$ cat src/rtl/alu_rf_pkg.sv
// Shared opcode, state and flag definitions for the ALU/register-file datapath.
package alu_rf_pkg;

  localparam int unsigned OP_W = 4;
  localparam int unsigned ST_W = 2;

  localparam logic [OP_W-1:0] OP_ADD   = 4'd0;
  localparam logic [OP_W-1:0] OP_SUB   = 4'd1;
  localparam logic [OP_W-1:0] OP_AND   = 4'd2;
  localparam logic [OP_W-1:0] OP_OR    = 4'd3;
  localparam logic [OP_W-1:0] OP_XOR   = 4'd4;
  localparam logic [OP_W-1:0] OP_NOT   = 4'd5;
  localparam logic [OP_W-1:0] OP_SLL   = 4'd6;
  localparam logic [OP_W-1:0] OP_SRA   = 4'd7;
  localparam logic [OP_W-1:0] OP_SRL   = 4'd8;
  localparam logic [OP_W-1:0] OP_INC   = 4'd9;
  localparam logic [OP_W-1:0] OP_DEC   = 4'd10;
  localparam logic [OP_W-1:0] OP_SLT   = 4'd11;
  localparam logic [OP_W-1:0] OP_SGT   = 4'd12;
  localparam logic [OP_W-1:0] OP_POP   = 4'd13;
  localparam logic [OP_W-1:0] OP_PASSA = 4'd14;
  localparam logic [OP_W-1:0] OP_PASSB = 4'd15;

  localparam logic [ST_W-1:0] S_IDLE = 2'd0;
  localparam logic [ST_W-1:0] S_READ = 2'd1;
  localparam logic [ST_W-1:0] S_EXEC = 2'd2;
  localparam logic [ST_W-1:0] S_WB   = 2'd3;

  typedef struct packed {
    logic zero;
    logic carry;
    logic ovf;
  } flags_t;

endpackage

$ cat src/rtl/alu_rf_datapath_rf.sv
// Register file: two combinational read ports, one synchronous write port, async clear.
module rf_multiport
  import alu_rf_pkg::*;
#(
  parameter int unsigned WIDTH = 32,
  parameter int unsigned NUM_REGS = 16,
  localparam int unsigned ADDR_WIDTH = $clog2(NUM_REGS)
) (
  input  logic                  clk,
  input  logic                  rst,
  input  logic                  we,
  input  logic [ADDR_WIDTH-1:0] waddr,
  input  logic [WIDTH-1:0]      wdata,
  input  logic [ADDR_WIDTH-1:0] raddr_a,
  input  logic [ADDR_WIDTH-1:0] raddr_b,
  output logic [WIDTH-1:0]      rdata_a_c,
  output logic [WIDTH-1:0]      rdata_b_c
);

  logic [WIDTH-1:0] regs [NUM_REGS];

  // Storage array: cleared on reset, written on we.
  always_ff @(posedge clk or posedge rst) begin
    if (rst) begin
      for (int i = 0; i < int'(NUM_REGS); i++) regs[i] <= '0;
    end else if (we) begin
      regs[waddr] <= wdata;
    end
  end

  // Read ports; the caller registers these in its READ state.
  always_comb begin
    rdata_a_c = regs[raddr_a];
    rdata_b_c = regs[raddr_b];
  end

endmodule

$ cat src/rtl/alu_rf_datapath.sv
// Execute stage: request latch, READ/EXEC/WB sequencer, ALU and sticky status flags.
module alu_rf_datapath
  import alu_rf_pkg::*;
#(
  parameter int unsigned WIDTH = 32,
  parameter int unsigned NUM_REGS = 16,
  localparam int unsigned ADDR_WIDTH = $clog2(NUM_REGS)
) (
  input  logic                  clk,
  input  logic                  rst,
  input  logic                  op_valid,
  output logic                  op_ready,
  input  logic [3:0]            alu_op,
  input  logic [ADDR_WIDTH-1:0] rs1,
  input  logic [ADDR_WIDTH-1:0] rs2,
  input  logic [ADDR_WIDTH-1:0] rd,
  input  logic                  wb_en,
  input  logic                  ext_sel,
  input  logic [WIDTH-1:0]      ext_data,
  output logic [WIDTH-1:0]      result,
  output logic                  result_valid,
  output logic                  flag_zero,
  output logic                  flag_carry,
  output logic                  flag_ovf,
  output logic                  busy
);

  localparam int unsigned SH_W  = $clog2(WIDTH);
  localparam int unsigned CNT_W = $clog2(WIDTH) + 1;
  localparam int unsigned MSB   = WIDTH - 1;

  logic [ST_W-1:0]       state, state_nxt;
  logic                  accept_c;

  logic [OP_W-1:0]       op_q;
  logic [ADDR_WIDTH-1:0] rs1_q, rs2_q, rd_q;
  logic                  wb_en_q, ext_sel_q;
  logic [WIDTH-1:0]      ext_data_q;

  logic [WIDTH-1:0]      a_q, b_q;
  logic [WIDTH-1:0]      rf_a_c, rf_b_c;

  logic [WIDTH-1:0]      alu_res_c;
  logic                  alu_carry_c, alu_ovf_c;
  logic [WIDTH-1:0]      rhs_c;
  logic [WIDTH:0]        sum_c, diff_c;
  logic [CNT_W-1:0]      pop_c;

  assign accept_c = (state == S_IDLE) && op_valid;

  // State register.
  always_ff @(posedge clk or posedge rst) begin
    if (rst) state <= S_IDLE;
    else     state <= state_nxt;
  end

  // Next-state logic: fixed READ -> EXEC -> WB walk after an accept.
  always_comb begin
    state_nxt = state;
    case (state)
      S_IDLE:  if (op_valid) state_nxt = S_READ;
      S_READ:  state_nxt = S_EXEC;
      S_EXEC:  state_nxt = S_WB;
      S_WB:    state_nxt = S_IDLE;
      default: state_nxt = S_IDLE;
    endcase
  end

  // Registered handshake outputs, ready only while the next state is IDLE.
  always_ff @(posedge clk or posedge rst) begin
    if (rst) begin
      op_ready <= 1'b1;
      busy     <= 1'b0;
    end else begin
      op_ready <= (state_nxt == S_IDLE);
      busy     <= (state_nxt != S_IDLE);
    end
  end

  // Request latch, captured on the accept edge only.
  always_ff @(posedge clk or posedge rst) begin
    if (rst) begin
      op_q       <= '0;
      rs1_q      <= '0;
      rs2_q      <= '0;
      rd_q       <= '0;
      wb_en_q    <= 1'b0;
      ext_sel_q  <= 1'b0;
      ext_data_q <= '0;
    end else if (accept_c) begin
      op_q       <= alu_op;
      rs1_q      <= rs1;
      rs2_q      <= rs2;
      rd_q       <= rd;
      wb_en_q    <= wb_en;
      ext_sel_q  <= ext_sel;
      ext_data_q <= ext_data;
    end
  end

  rf_multiport #(
    .WIDTH    (WIDTH),
    .NUM_REGS (NUM_REGS)
  ) u_rf (
    .clk       (clk),
    .rst       (rst),
    .we        ((state == S_WB) && wb_en_q),
    .waddr     (rd_q),
    .wdata     (result),
    .raddr_a   (rs1_q),
    .raddr_b   (rs2_q),
    .rdata_a_c (rf_a_c),
    .rdata_b_c (rf_b_c)
  );

  // Operand registers, loaded in READ.
  always_ff @(posedge clk or posedge rst) begin
    if (rst) begin
      a_q <= '0;
      b_q <= '0;
    end else if (state == S_READ) begin
      a_q <= rf_a_c;
      b_q <= rf_b_c;
    end
  end

  // Shared adder/subtractor: INC/DEC reuse it with a constant 1 operand.
  always_comb begin
    rhs_c  = ((op_q == OP_INC) || (op_q == OP_DEC)) ? WIDTH'(1) : b_q;
    sum_c  = {1'b0, a_q} + {1'b0, rhs_c};
    diff_c = {1'b0, a_q} - {1'b0, rhs_c};
  end

  // Population count of operand A.
  always_comb begin
    pop_c = '0;
    for (int i = 0; i < int'(WIDTH); i++) pop_c = pop_c + CNT_W'(a_q[i]);
  end

  // ALU result and arithmetic flags; diff_c[WIDTH] is the unsigned borrow.
  always_comb begin
    alu_res_c   = '0;
    alu_carry_c = 1'b0;
    alu_ovf_c   = 1'b0;
    case (op_q)
      OP_ADD, OP_INC: begin
        alu_res_c   = sum_c[WIDTH-1:0];
        alu_carry_c = sum_c[WIDTH];
        alu_ovf_c   = (a_q[MSB] == rhs_c[MSB]) && (sum_c[MSB] != a_q[MSB]);
      end
      OP_SUB, OP_DEC: begin
        alu_res_c   = diff_c[WIDTH-1:0];
        alu_carry_c = diff_c[WIDTH];
        alu_ovf_c   = (a_q[MSB] != rhs_c[MSB]) && (diff_c[MSB] != a_q[MSB]);
      end
      OP_AND:   alu_res_c = a_q & b_q;
      OP_OR:    alu_res_c = a_q | b_q;
      OP_XOR:   alu_res_c = a_q ^ b_q;
      OP_NOT:   alu_res_c = ~a_q;
      OP_SLL:   alu_res_c = a_q << b_q[SH_W-1:0];
      OP_SRA:   alu_res_c = WIDTH'($signed(a_q) >>> b_q[SH_W-1:0]);
      OP_SRL:   alu_res_c = a_q >> b_q[SH_W-1:0];
      OP_SLT:   alu_res_c = WIDTH'($signed(a_q) < $signed(b_q));
      OP_SGT:   alu_res_c = WIDTH'($signed(a_q) > $signed(b_q));
      OP_POP:   alu_res_c = WIDTH'(pop_c);
      OP_PASSA: alu_res_c = a_q;
      OP_PASSB: alu_res_c = b_q;
      default:  alu_res_c = '0;
    endcase
  end

  // Result, sticky flags and completion pulse; ext_sel bypasses the ALU and keeps flags.
  always_ff @(posedge clk or posedge rst) begin
    if (rst) begin
      result       <= '0;
      flag_zero    <= 1'b0;
      flag_carry   <= 1'b0;
      flag_ovf     <= 1'b0;
      result_valid <= 1'b0;
    end else begin
      result_valid <= (state == S_WB);
      if (state == S_EXEC) begin
        if (ext_sel_q) begin
          result <= ext_data_q;
        end else begin
          result     <= alu_res_c;
          flag_zero  <= (alu_res_c == '0);
          flag_carry <= alu_carry_c;
          flag_ovf   <= alu_ovf_c;
        end
      end
    end
  end

endmodule

$ cat config.mk
export PLATFORM = sky130hd
export DESIGN_NAME = alu_rf_datapath
export DESIGN_NICKNAME = d
export VERILOG_FILES = /design/src/rtl/alu_rf_pkg.sv /design/src/rtl/alu_rf_datapath_rf.sv /design/src/rtl/alu_rf_datapath.sv
export SDC_FILE = /design/constraint.sdc
export NUM_CORES = 2
export LEC_CHECK = 0
export BUFFER_PORTS_ARGS = -buffer_cell sky130_fd_sc_hd__clkbuf_2
export CAP_MARGIN = 5
export CORE_MARGIN = 2
export CORE_UTILIZATION = 50
export CTS_CLUSTER_DIAMETER = 30
export CTS_CLUSTER_SIZE = 40
export DETAILED_ROUTE_END_ITERATION = 7
export PLACE_DENSITY_LB_ADDON = 0.12
export SYNTH_ARGS = -nofsm -noshare
export SYNTH_HDL_FRONTEND = slang
export SYNTH_SLANG_ARGS = --single-unit
$ cat constraint.sdc
create_clock -name clk -period 20.4 [get_ports clk]
set_clock_uncertainty 0.15 [all_clocks]
set_input_delay 2.04 -clock clk [delete_from_list [all_inputs] [get_ports clk]]
set_output_delay 2.04 -clock clk [all_outputs]
set_load 0.05 [all_outputs]
---- Word-level counts from Yosys, hierarchy flattened ----
Index checks and enable logic that the tools add are counted.
storage, ports and cells
  bits of input ports ..................... 53
  word-level logic and storage cells ...... 135
  bits in registers ....................... 666
cells by class
  order comparisons ....................... 6
  equality and inequality tests ........... 22
  add/subtract/negate cells ............... 33
  multiplexer cells ....................... 16
  bitwise operators ....................... 8
  shift-type cells ........................ 3
  reductions and logical operators ........ 14
operators with widths
  cell                                                             number
  512-bit bitwise mux                                              1
  32-bit one-hot mux with 14 select lines                          1
  32-bit binary-select mux with 4-bit select                       2
  32-bit 2-to-1 mux                                                7
  6-bit by 1-bit adder with 6-bit output                           26
  32-bit demux with 4-bit select                                   1
  32-bit by 32-bit adder with 33-bit output                        1
  32-bit by 32-bit subtractor with 33-bit output                   1
  32-bit bitwise AND                                               1
  4-bit == test, second input constant                             8
  32-bit greater-than comparator                                   1
  32-bit logical NOT                                               1
  32-bit < comparator                                              1
  32-bit inverter                                                  1
  32-bit bitwise OR                                                1
  32-bit by 5-bit left shift with 32-bit output                    1
  32-bit by 5-bit >> shifter with 32-bit output                    1
  32-bit by 5-bit >>> shifter with 32-bit output                   1
  32-bit XOR                                                       1
  4-bit by 3-bit == test with 1-bit output, second input constant  4
  5-bit greater-or-equal comparator, second input constant         3
  4-bit inverter with 5-bit output                                 3
  4-bit by 2-bit == test with 1-bit output, second input constant  2
  2-bit one-hot mux with 4 select lines                            1
  21 further kinds                                                 31

---- Logic depth before layout (Yosys ltp) ----
  word-level depth ........................ 33
  gate-level depth with buffers ........... 23
  depth with buffers taken out ............ 22

---- Modules after synthesis ----
Synthesis repeated with hierarchy kept, for this count alone.
unflattened totals
  cell total of the unflattened synthesis .. 3930
  area, all modules ....................... 44983.1 sq um
modules (own cells, without submodules)
  module           area each (sq um)  instances  seq. area each (sq um)  cells an instance
  rf_multiport     26629.3            1          12812.3                 1681
  alu_rf_datapath  18353.9            1          3854.9                  2249

---- Worst setup path before layout ----
No wires, ideal clock.
  path kind ............................... register -> register
  start ................................... reg a_q[1]
  end ..................................... reg flag_zero
  setup time .............................. 0.068 ns
  required time ........................... 20.182 ns
  data arrival time ....................... 5.851 ns
  cell stages (with the launch flop) ...... 23
  setup slack ............................. 14.331 ns
  path through ............................ dfrtp_1 > clkbuf_1 > inv_1 > fa_1 > fa_1 > fa_1 > fa_1 > fa_1 > fa_1 > inv_1 > ha_1 > inv_1 > fa_1 > o2bb2ai_1 > a32oi_1 > o2111ai_1 > a2bb2oi_2 > nor4b_1 > nand4_1 > nor4_1 > nand4_1 > nor4_2 > a32o_1
between the ends
  longest elaborated chain between the ends .. 33
  elaborated cells on any way between the ends .. 44
RTL lines
  what                                                   line                    source
  start, declared                                        alu_rf_datapath.sv:40   logic [WIDTH-1:0] a_q, b_q;
  start signal, assigned                                 alu_rf_datapath.sv:122  a_q <= rf_a_c;
  1-bit by 1-bit adder with 2-bit output                 alu_rf_datapath.sv:137  for (int i = 0; i < int'(WIDTH); i++) pop_c = pop_c + CNT_W'(a_q[i]);
  2-bit by 1-bit adder with 3-bit output                 alu_rf_datapath.sv:137
  3-bit by 1-bit adder with 4-bit output                 alu_rf_datapath.sv:137
  4-bit by 1-bit adder with 5-bit output                 alu_rf_datapath.sv:137
  5-bit by 1-bit adder with 6-bit output                 alu_rf_datapath.sv:137
  6-bit by 1-bit adder with 6-bit output (26 in series)  alu_rf_datapath.sv:137
  32-bit one-hot mux with 14 select lines (*)            alu_rf_datapath.sv:145  case (op_q)
  32-bit logical NOT (*)                                 alu_rf_datapath.sv:187  flag_zero <= (alu_res_c == '0);
  end signal, assigned                                   alu_rf_datapath.sv:187
  end, declared                                          alu_rf_datapath.sv:22   output logic flag_zero,
Mark *: on every way between the ends. The rest lies on a longest branch, timed or not.
A chain may end at the register's enable or synchronous reset.

---- Final worst setup path ----
Same ends and word-level chain as after synthesis.

==> impl_metrics.env <==
export IMPL_status="finished clean"
export IMPL_portBuffers=90
export IMPL_hpwlAfterDp_um=108000
export IMPL_yosysSeqAreaShare_pct=36.4
export IMPL_clk_latency_ns=0.78
export IMPL_first_pass_iters=6
export IMPL_cpMaxStageDelayCell="a211oi_1"
export IMPL_ys_seq_elements=666
export IMPL_p_total_w=0.0104
export IMPL_worst_pin_slew_ns=1.12
export IMPL_cp_start_kind="flop"
export IMPL_final_antenna_net_count=0
export IMPL_nNetsFinal=4069
export IMPL_synthXorXnorAreaFrac_pct=0.249
export IMPL_overflow=0
export IMPL_cts_buffer_depth=3
export IMPL_min_period_over_period_pct=38.0
export IMPL_finish_instance_area_sq_um=52900
export IMPL_finalWirelength_um=164000
export IMPL_synthAdderAreaFrac_pct=5.87
export IMPL_holdCritPathClass="flop to flop"
export IMPL_htree_levels=4
export IMPL_synth_edf_count=0
export IMPL_synth_ff_type="dfrtp_1"
export IMPL_synthSimpleGateAreaFrac_pct=6.68
export IMPL_final_cell_mix="dfrtp_1 (652), mux2_2 (578), mux4_2 (394)"
export IMPL_layout_setup_ws_ns=12.64
export IMPL_path_common_cell="fa_1"
export IMPL_cp_arrival_ns=8.25
export IMPL_gp_congestion=1.04
export IMPL_cts_tree="built"
export IMPL_drv_slew=0
export IMPL_multi_input_area_sq_um=27200
export IMPL_start_util_pct=50.6
export IMPL_fmax_mhz=129
export IMPL_ctsHoldBuffers=0
export IMPL_slew_headroom_pct=23.7
export IMPL_ctsResizeCount=0
export IMPL_ios=91
export IMPL_drive_above_1_share_pct=38.3
export IMPL_powerDensity_nw_per_um2=196
export IMPL_dpl_cell_area_sq_um=47200
export IMPL_cts_root_buf="clkbuf_16"
export IMPL_cp_cell_sequence="inv_1 > fa_1 > fa_1 > fa_1 > fa_1 > fa_1 > fa_1 > inv_1 > ha_1 > inv_1 > fa_1 > xor2_1 > o21ai_0 > o22ai_1 > a41oi_1 > a211oi_1 > o2111ai_1 > a211oi_1 > nand4_1 > nor4_2 > a32o_1"
export IMPL_yosys_warnings=0
export IMPL_drt_initial_drc_count=4104
export IMPL_wl_per_cell_um=31.9
export IMPL_synth_top_family_by_area="multiplexers"
export IMPL_synth_compound_area_share_pct=10.7
export IMPL_synth_cells=3812
export IMPL_drc=0
export IMPL_grt_max_degree=169
export IMPL_leakage_nw=23.5
export IMPL_die_h_um=307
export IMPL_seqCellArea_sq_um=16700
export IMPL_final_core_util_pct=58.5
export IMPL_synthesis_area_sq_um=45800
export IMPL_critPathMaxFanout=18
export IMPL_vias=35100
export IMPL_path_clk_slew_ns=0.05
export IMPL_die_x_um=307
export IMPL_async_flop_share_pct=100
export IMPL_rsz0062_at_grt="false"
export IMPL_place_ws_ns=12.83
export IMPL_vias_per_cell=6.85
export IMPL_grt_total_usage_pct=35.1
export IMPL_postSynthAreaPerCell_sq_um=12.0
export IMPL_slowest_delay_ns=0.86
export IMPL_cts_buffers=157
export IMPL_area_growth_pct=15.6
export IMPL_grt_pass1_vias=35000
export IMPL_layout_commonest_cell="dfrtp_1"
export IMPL_fillCellCount=7419
export IMPL_setup_viol=0
export IMPL_syn_nets=4064
export IMPL_tns_ns=0
export IMPL_worstSetupEndpointType="flop"
export IMPL_crit_required_ns=20.89
export IMPL_cts_setup_buffers=0
export IMPL_clock_sink_count=666
export IMPL_max_vdd_ir_drop_v=0.000238
export IMPL_fin_crit_ns=7.76
export IMPL_row_count=110
export IMPL_synth_mux_area_share_pct=35.5
export IMPL_hold_violations=0
export IMPL_grt_pass1_wl_um=242000
export IMPL_antenna_found_initial=2
export IMPL_cap_violations=0
export IMPL_coreArea_sq_um=90400
export IMPL_dieArea_sq_um=94000
export IMPL_synth_distinct_cells=105
export IMPL_crit_type="flop to flop"
==> cell families after synthesis <==
group                      Yosys count
and+or+nand+nor                    645
adders and majority gates          199
buffers and inverters              514
muxes                             1051
xor gates and xnor gates            13
AOI/OAI and AO/OA                  724
DFF                                666
==> worst max-delay path, delay by kind of cell, from the launching register on <==
family,cells,cell delay [ns]
compound gates,7,2.13
xor+xnor,1,0.16
fa+ha+maj,8,3.67
buf+inv,3,0.38
flops,1,0.82
simple gates,2,0.37
==> cells in the mapped netlist, types with 25 or more instances <==
cell type | instances | area, sq um
inv_1 | 164 | 616
a31oi_1 | 25 | 156
nor2_1 | 162 | 608
ha_1 | 173 | 2160
nor3_1 | 40 | 200
o21ai_0 | 204 | 1020
dfrtp_1 | 665 | 16600
mux2_2 | 578 | 6510
buf_1 | 52 | 195
fa_1 | 26 | 521
nand3_1 | 35 | 175
nand2_1 | 243 | 912
mux4_2 | 394 | 8870
mux2i_1 | 73 | 731
buf_2 | 41 | 205
a211oi_1 | 33 | 248
nor2b_1 | 30 | 188
clkbuf_1 | 232 | 871
a21oi_1 | 133 | 666
o211ai_1 | 28 | 210
==> state kept, by name, indices dropped and copies added (netlist names) <==
register	cells
result	32
wb_en_q	1
busy	1
a_q	32
rs2_q	4
state	2
flag_carry	1
b_q	32
rs1_q	4
rd_q	4
ext_data_q	32
flag_ovf	1
flag_zero	1
result_valid	1
u_rf.regs	512
op_q	4
ext_sel_q	1
op_ready	1
==> power breakdown <==
group	internal [W]	switching (W)	leakage, nW	total, W
sequential	0.00182	0.000693	8.97	0.00251
clock	0.00180	0.000865	2.74	0.00266
combinational	0.00214	0.00305	11.8	0.00519
==> metal layers <==
layer	share of wire, %	vias to the layer above	track usage [%]
met5	0.0055	-	0
met4	4.2	2	15.0
met3	9.8	384	8.79
met2	44	1824	51.7
met1	42	18400	49.7
li1	-	14600	-
==> final timing paths <==
path | from | endpoint | slack [ns] | cells past startpoint
setup / recovery | a_q[1] | flag_zero | 12.64 | 21
setup reg to reg | a_q[1] | flag_zero | 12.64 | 21
hold reg to reg | flag_carry | flag_carry | 0.35 | 2
max in group asynchronous | rst | op_q[2] | 16.56 | 4
hold / removal | flag_carry | flag_carry | 0.35 | 2
min in group asynchronous | rst | u_rf.regs[326] | 1.22 | 2
==> per-stage QoR <==
step | cells | hold slack, ns
floorplan | 3812 | 0.311
global placement | 4834 | 0.328
detailed placement | 4834 | 0.340
CTS | 5127 | 0.352
global route | 5127 | 0.367
finish | 5129 | 0.350
==> layout make-up <==
class                   instances  area share (%)
diodes                          2         0.00946
clock buffers                 204            8.21
well taps                    1176            2.78
repair buffers                189            2.28
inverters                     171            1.22
flip-flops and latches        666            31.6
clock inverters                89            2.62
multi-input cells            2632            51.3
No activity file was read; power rests on OpenSTA's default activity.
